$ cat src/rtl/alu_operand_loader.sv
// rtl/alu_operand_loader.sv - debounced two-key operand entry stage feeding the ALU under valid/ready
module alu_operand_loader #(
  parameter int DEBOUNCE_CYCLES = 500000
) (
  input  logic        CLK,
  input  logic        RST,
  input  logic [1:0]  key_n,
  input  logic [16:0] sw,
  input  logic        opnd_ready,
  output logic [31:0] port_a,
  output logic [31:0] port_b,
  output logic [3:0]  op,
  output logic        opnd_valid,
  output logic [1:0]  stage
);

  localparam int CW = $clog2(DEBOUNCE_CYCLES + 1);
  localparam logic [CW-1:0] CNT_LAST = CW'(DEBOUNCE_CYCLES - 1);

  typedef enum logic [1:0] {
    LOAD_A  = 2'b00,
    LOAD_B  = 2'b01,
    LOAD_OP = 2'b10,
    VALID   = 2'b11
  } state_t;

  state_t      state;
  logic [1:0]  key_s1, key_s2;
  logic [1:0]  press;
  logic [16:0] sw_s1, sw_s2;
  logic [31:0] sw_ext;

  assign sw_ext = {{16{sw_s2[16]}}, sw_s2[15:0]};
  assign stage  = state;

  always_ff @(posedge CLK or posedge RST) begin
    if (RST) begin
      key_s1 <= 2'b11;
      key_s2 <= 2'b11;
      sw_s1  <= '0;
      sw_s2  <= '0;
    end else begin
      key_s1 <= key_n;
      key_s2 <= key_s1;
      sw_s1  <= sw;
      sw_s2  <= sw_s1;
    end
  end

  // Level only moves after DEBOUNCE_CYCLES consecutive disagreeing samples; press fires on the falling flip.
  for (genvar k = 0; k < 2; k++) begin : g_deb
    logic [CW-1:0] cnt;
    logic          level;
    logic          pulse;

    always_ff @(posedge CLK or posedge RST) begin
      if (RST) begin
        cnt   <= '0;
        level <= 1'b1;
        pulse <= 1'b0;
      end else begin
        pulse <= 1'b0;
        if (key_s2[k] != level) begin
          if (cnt == CNT_LAST) begin
            cnt   <= '0;
            level <= key_s2[k];
            pulse <= ~key_s2[k];
          end else begin
            cnt <= cnt + CW'(1);
          end
        end else begin
          cnt <= '0;
        end
      end
    end

    assign press[k] = pulse;
  end

  always_ff @(posedge CLK or posedge RST) begin
    if (RST) begin
      state      <= LOAD_A;
      port_a     <= '0;
      port_b     <= '0;
      op         <= '0;
      opnd_valid <= 1'b0;
    end else if (press[1]) begin
      state      <= LOAD_A;
      port_a     <= '0;
      port_b     <= '0;
      op         <= '0;
      opnd_valid <= 1'b0;
    end else begin
      case (state)
        LOAD_A: if (press[0]) begin
          port_a <= sw_ext;
          state  <= LOAD_B;
        end
        LOAD_B: if (press[0]) begin
          port_b <= sw_ext;
          state  <= LOAD_OP;
        end
        LOAD_OP: if (press[0]) begin
          op         <= sw_s2[3:0];
          opnd_valid <= 1'b1;
          state      <= VALID;
        end
        VALID: if (opnd_valid && opnd_ready) begin
          // Operands stay put so the downstream display keeps showing them.
          opnd_valid <= 1'b0;
          state      <= LOAD_A;
        end
        default: state <= LOAD_A;
      endcase
    end
  end

endmodule
$ cat config.mk
export PLATFORM = sky130hd
export DESIGN_NAME = alu_operand_loader
export DESIGN_NICKNAME = d
export VERILOG_FILES = /design/src/rtl/alu_operand_loader.sv
export SDC_FILE = /design/constraint.sdc
export NUM_CORES = 1
export LEC_CHECK = 0
export ABC_AREA = 0
export BUFFER_PORTS_ARGS = -buffer_cell sky130_fd_sc_hd__buf_2
export CAP_MARGIN = 20
export CORE_UTILIZATION = 45
export DETAILED_ROUTE_END_ITERATION = 8
export PLACE_DENSITY = 0.69
export SLEW_MARGIN = 0
export SYNTH_ARGS = -nofsm -noshare
export SYNTH_HDL_FRONTEND = slang
export SYNTH_SLANG_ARGS = --single-unit
$ cat constraint.sdc
create_clock -name CLK -period 4.1 [get_ports CLK]
set_clock_uncertainty 0.2 [all_clocks]
set_input_delay 0.205 -clock CLK [delete_from_list [all_inputs] [get_ports CLK]]
set_output_delay 0.205 -clock CLK [all_outputs]
set_load 0.02 [all_outputs]
Yosys cells after proc, flatten, opt, wreduce, memory -nomap -nowiden
Index checks and enable logic that the tools add are counted.

storage, ports and cells
  register bits after elaboration = 151
  bits in latches = 0
  bits in read-only memories = 0
  memories kept = 0
  output and inout port bits = 71
  logic and storage cells = 70
  RAM bits = 0
  bits of input ports = 22

operators by class
  add/sub/neg operators = 2
  divide/modulo/power cells = 0
  bitwise operators = 2
  shift-type cells = 0
  magnitude comparators = 0
  mux-type cells = 26
  reduce and logical (&&, ||, !) cells = 14
  multiply operators = 0
  equal/unequal tests = 11

operators by type and width
  operator                                                         number
  32-bit two-way mux                                               5
  19-bit two-way mux                                               4
  19-bit by 1-bit adder with 19-bit output, second input constant  2
  19-bit == test, second input constant                            2
  4-bit two-way mux                                                3
  3-bit inequality test, second input constant                     4
  2-bit two-way mux                                                5
  2-bit AND reduction                                              5
  2-bit one-hot mux with 4 select lines                            1
  2-bit nonzero test                                               4
  1-bit two-way mux                                                7
  2-bit == test, second input constant                             2
  4-bit AND reduction                                              1
  3-bit AND reduction                                              1
  3-bit nonzero test                                               1
  2-bit by 1-bit == test with 1-bit output, second input constant  1
  2-bit logical NOT                                                1
  1-bit inequality test                                            2
  1-bit inverter                                                   2
  1-bit one-hot mux with 2 select lines                            1
  1-bit logical AND                                                1

Logic depth before layout (Yosys ltp)
  depth in word-level cells = 4
  gate-level depth with buffers = 7
  depth with buffers taken out = 6

Least setup slack after synthesis
No wires, ideal clock.

  path type = register to register
  start = register g_deb[1].cnt[0]
  end = register g_deb[1].cnt[18]
  clock period less this slack = 2.051 ns
  library setup time = 0.078 ns
  data required time = 3.822 ns
  buffers on the path = 0
  data arrival time = 1.773 ns
  cell stages (with the launch flop) = 6
  slack = 2.049 ns
  cells stage by stage = dfrtp_1 > ha_1 > nand4_4 > or4_1 > or3_1 > a21oi_1

on the way
  word-level cells in the longest chain between the ends = 3
  elaborated cells on any way between the ends = 4
  classes of those cells = add/sub: 1; eq/ne: 1; mux: 2

ends and longest elaborated chain
  element                                                                            line    RTL
  from (decl)                                                                        52      logic [CW-1:0] cnt;
  from (signal assigned)                                                             69      cnt <= cnt + CW'(1);
  19-bit by 1-bit adder with 19-bit output / 19-bit == test (equally long branches)  69, 64
  19-bit two-way mux (*)                                                             64      if (cnt == CNT_LAST) begin
  19-bit two-way mux (*)                                                             63      if (key_s2[k] != level) begin

Every way passes the cells marked *; elsewhere a longest branch is shown, timed or not.
A chain may end at the register's enable or synchronous reset.

Worst setup path after layout
  start = register g_deb[0].cnt[0]
  end = register g_deb[0].cnt[9]

on the way
  word-level cells in the longest chain between the ends = 3
  elaborated cells on any way between the ends = 4
  classes of those cells = add/sub: 1; eq/ne: 1; mux: 2

ends and longest elaborated chain
  element                                                                            line
  from (decl)                                                                        52
  from (signal assigned)                                                             69
  19-bit by 1-bit adder with 19-bit output / 19-bit == test (equally long branches)  69, 64
  19-bit two-way mux (*)                                                             64
  19-bit two-way mux (*)                                                             63

Marks and branches as above.

==> impl_metrics.csv <==
group,metric,value,unit
run_status,status,"finished, final reports clean",
die,die_w,107,µm
final_layout,drive_gt1_frac,0.247,
die,die-area,11500,µm²
die,fp-row-count,38,
grt,grt_start_max_net_pins,66,
critical_path,r2r_end,"g_deb[0].cnt[9]",
yosys,synth_area_leader_cell,"dfrtp_1",
yosys,synthDistinctLibCells,43,
sta,final-max-slew-violation-count,0,
sta,min_period_over_period,0.572,
critical_path,critPathLaunch,"g_deb[0].cnt[0]",
clock_network,cts_setup_buffers,0,
clock_network,cts_root_buffer,"clkbuf_8",
yosys,synth_area_per_cell,10.7,µm²
hold_path,hp-class,"in -> reg",
drt,postRouteAntennaNets,0,
sta,rsz0062_at_grt,"no",
die,initial_core_util,0.461,
hold_path,worstHoldPathCells,2,
sta,worst_pin_slew,0.868,ns
hold_path,min_to,"sw_s1[3]",
critical_path,path_class,"reg -> reg",
sta,period_minus_slack,2.35,ns
critical_path,ff2ff_setup_slack,1.75,ns
power,peakVddDrop,0.191,mV
yosys,ys_seq_elements,121,
drt,via_per_inst,5.10,
critical_path,critPathLaunchType,"flip-flop",
yosys,ys_seq_area_frac,0.607,
yosys,yosys_most_used_dff,"dfrtp_1",
placement,portBuffers,92,
grt,grt_pass1_vias,3379,
yosys,synthTopCellsByArea,"dfrtp_1 58%, nand2_1 6.6%, a21oi_1 4.6%",
yosys,syn_area,5000,µm²
die,die_h,107,µm
die,core,10800,µm²
critical_path,r2r-start,"g_deb[0].cnt[0]",
grt,grt_pass1_wl,16300,µm
clock_network,clk_latency,0.52,ns
clock_network,clock-sinks,121,
critical_path,cp_data_arrival_time,2.55,ns
yosys,ys_warn_count,0,
drt,drt_first_pass_iters,5,
yosys,synthCells,469,
clock_network,clkTransAtPathRegs,0.06,ns
critical_path,endpoint_kind,"flip-flop",
clock_network,max-clock-path-buffers,2,
sta,setup_viol,0,
placement,dp_hpwl,6260,µm
drt,dr_total_vias,3624,
yosys,synth_top_area_frac,0.576,
grt,grt-ovfl-total,0,
critical_path,worstPathRequired,4.31,ns
final_layout,layout-area-overhead-vs-synth,24.0,%
yosys,synth-edff-count,0,
clock_network,cts_buffers,17,
placement,place_congestion,0.805,
critical_path,r2r_cells,6,
final_layout,multi_input_area,1640,µm²
power,powerDensity,453,nW/µm²
drt,drc,0,
yosys,synth_fp_nets,497,
critical_path,crit_fanout,10,
final_layout,regArea,3040,µm²
sta,worst_slew_margin_rel,0.419,
clock_network,cts_tree,"built",
final_layout,fin_nets,587,
yosys,async_flop_share,1.00,
sta,tns,0,ns
job,maxCapViolations,0,
sta,hold_viol_final,0,
power,p_leak,2.90,nW
final_layout,antennaDiodeCount,0,
sta,hold_slack,0.120,ns
drt,dr.first_iter.drc_count,235,
drt,drt-total-wl,9850,µm
die,io_pins,93,
final_layout,nFillCells,924,
grt,grt_usage,0.187,
grt,antenna_found_initial,0,
sta,fmax,0.426,GHz
drt,wire_per_inst,13.8,µm
hold_path,hp-start,"sw[3]",
clock_network,htree_levels,4,
[what timing repair did]
action,4_1_cts,5_1_grt
gates resized for setup,0,0
hold buffers,21,0
endpoints found under the setup margin,0,0
endpoints found under the hold margin,79,0
[cell type report]
class,count,share of cell area
sequential,121,0.490
multi-input combinational,292,0.264
timing repair buffer,117,0.114
clock buffer,25,0.0797
tap,140,0.0283
clock inverter,6,0.0180
inverter,10,0.00646
[logic make-up after synthesis]
group,count (synthesis),synth area share
buffers and inverters,56,0.0653
AO/OA/AOI/OAI,54,0.0606
XOR/XNOR,31,0.0543
AND/OR/NAND/NOR,197,0.188
adder cells (fa/ha/maj),6,0.0150
flip-flops,121,0.607
multiplexers,4,0.00926
[power by group]
part | switching, mW | internal, mW | total [mW]
clock | 0.500 | 1.00 | 1.50
sequential | 0.0155 | 1.22 | 1.24
combinational | 0.0397 | 0.0294 | 0.0691
total | 0.556 | 2.25 | 2.81
[critical path, cell delays in order, from the launching register on]
cell and delay, ns:
dfrtp_1 0.40, ha_1 0.25, and4_1 0.31, nand2_1 0.15, o21ai_1 0.64, buf_6 0.23, nor2_1 0.06
[routing by layer]
layer  routed length (µm)  vias to the layer above  track usage
li1                     -                     1725            -
met1                 4380                     1775        0.239
met2                 4870                      112        0.299
met3                  471                       12       0.0545
met4                  119                        0       0.0714
met5                    0                        -            0
[cell usage in the layout, fill, tap and decap left out, types with 4 or more instances in the layout]
cell	netlist	routed
inv_1	10	9
a21oi_1	46	46
dlygate4sd3_1	0	21
nor3_1	10	10
buf_2	2	92
dfstp_2	6	6
nand3_1	16	16
clkbuf_16	0	16
and2_1	4	4
nand4_1	12	12
ha_1	6	6
xnor2_1	25	25
nor2_1	40	40
nand2_1	88	88
xor2_1	6	6
dfrtp_1	115	115
nor4_1	9	9
clkbuf_8	0	6
[registers in the layout (all words and copies together) (netlist names)]
register	cells
g_deb.cnt	38
port_a	17
port_b	17
sw_s1	17
sw_s2	17
op	4
g_deb.level	2
g_deb.pulse	2
key_s1	2
key_s2	2
stage	2
opnd_valid	1
[worst max-delay path by stage]
stage | endpoint | slack [ns] | cells past startpoint
after detailed placement | g_deb[0].cnt[9] | 1.77 | 6
final | g_deb[0].cnt[9] | 1.75 | 6
after CTS | g_deb[0].cnt[9] | 1.75 | 6
after floorplan | g_deb[0].cnt[0] | 0.49 | 1
after global placement | g_deb[0].cnt[7] | 1.65 | 5
after global routing | g_deb[0].cnt[13] | 1.59 | 6
[synthesized netlist by cell type (2+ instances only)]
cell type / instances
dfrtp_1: 115
nor4_1: 9
or4_1: 3
nand2_1: 88
ha_1: 6
nand4_1: 12
xnor2_1: 25
nor3_1: 10
buf_2: 2
nand3_1: 16
and2_1: 4
buf_4: 30
mux2i_1: 2
nand3b_1: 2
inv_1: 10
dfstp_2: 6
clkbuf_1: 12
o21ai_0: 3
xor2_1: 6
a21oi_1: 46
nor2_1: 40
[stage by stage]
stage | instance area (µm²) | power (mW) | utilization | instances | setup WS [ns]
floorplan | 5000 | 1.29 | - | 469 | 0.491
global placement | 5370 | 1.31 | 0.495 | 658 | 1.65
detailed placement | 5380 | 1.31 | 0.496 | 659 | 1.77
CTS | 6200 | 2.83 | 0.572 | 711 | 1.75
global route | 6200 | 2.90 | 0.572 | 711 | 1.59
finish | 6200 | 2.81 | 0.572 | 711 | 1.75
No activity file was read; power rests on OpenSTA's default activity.
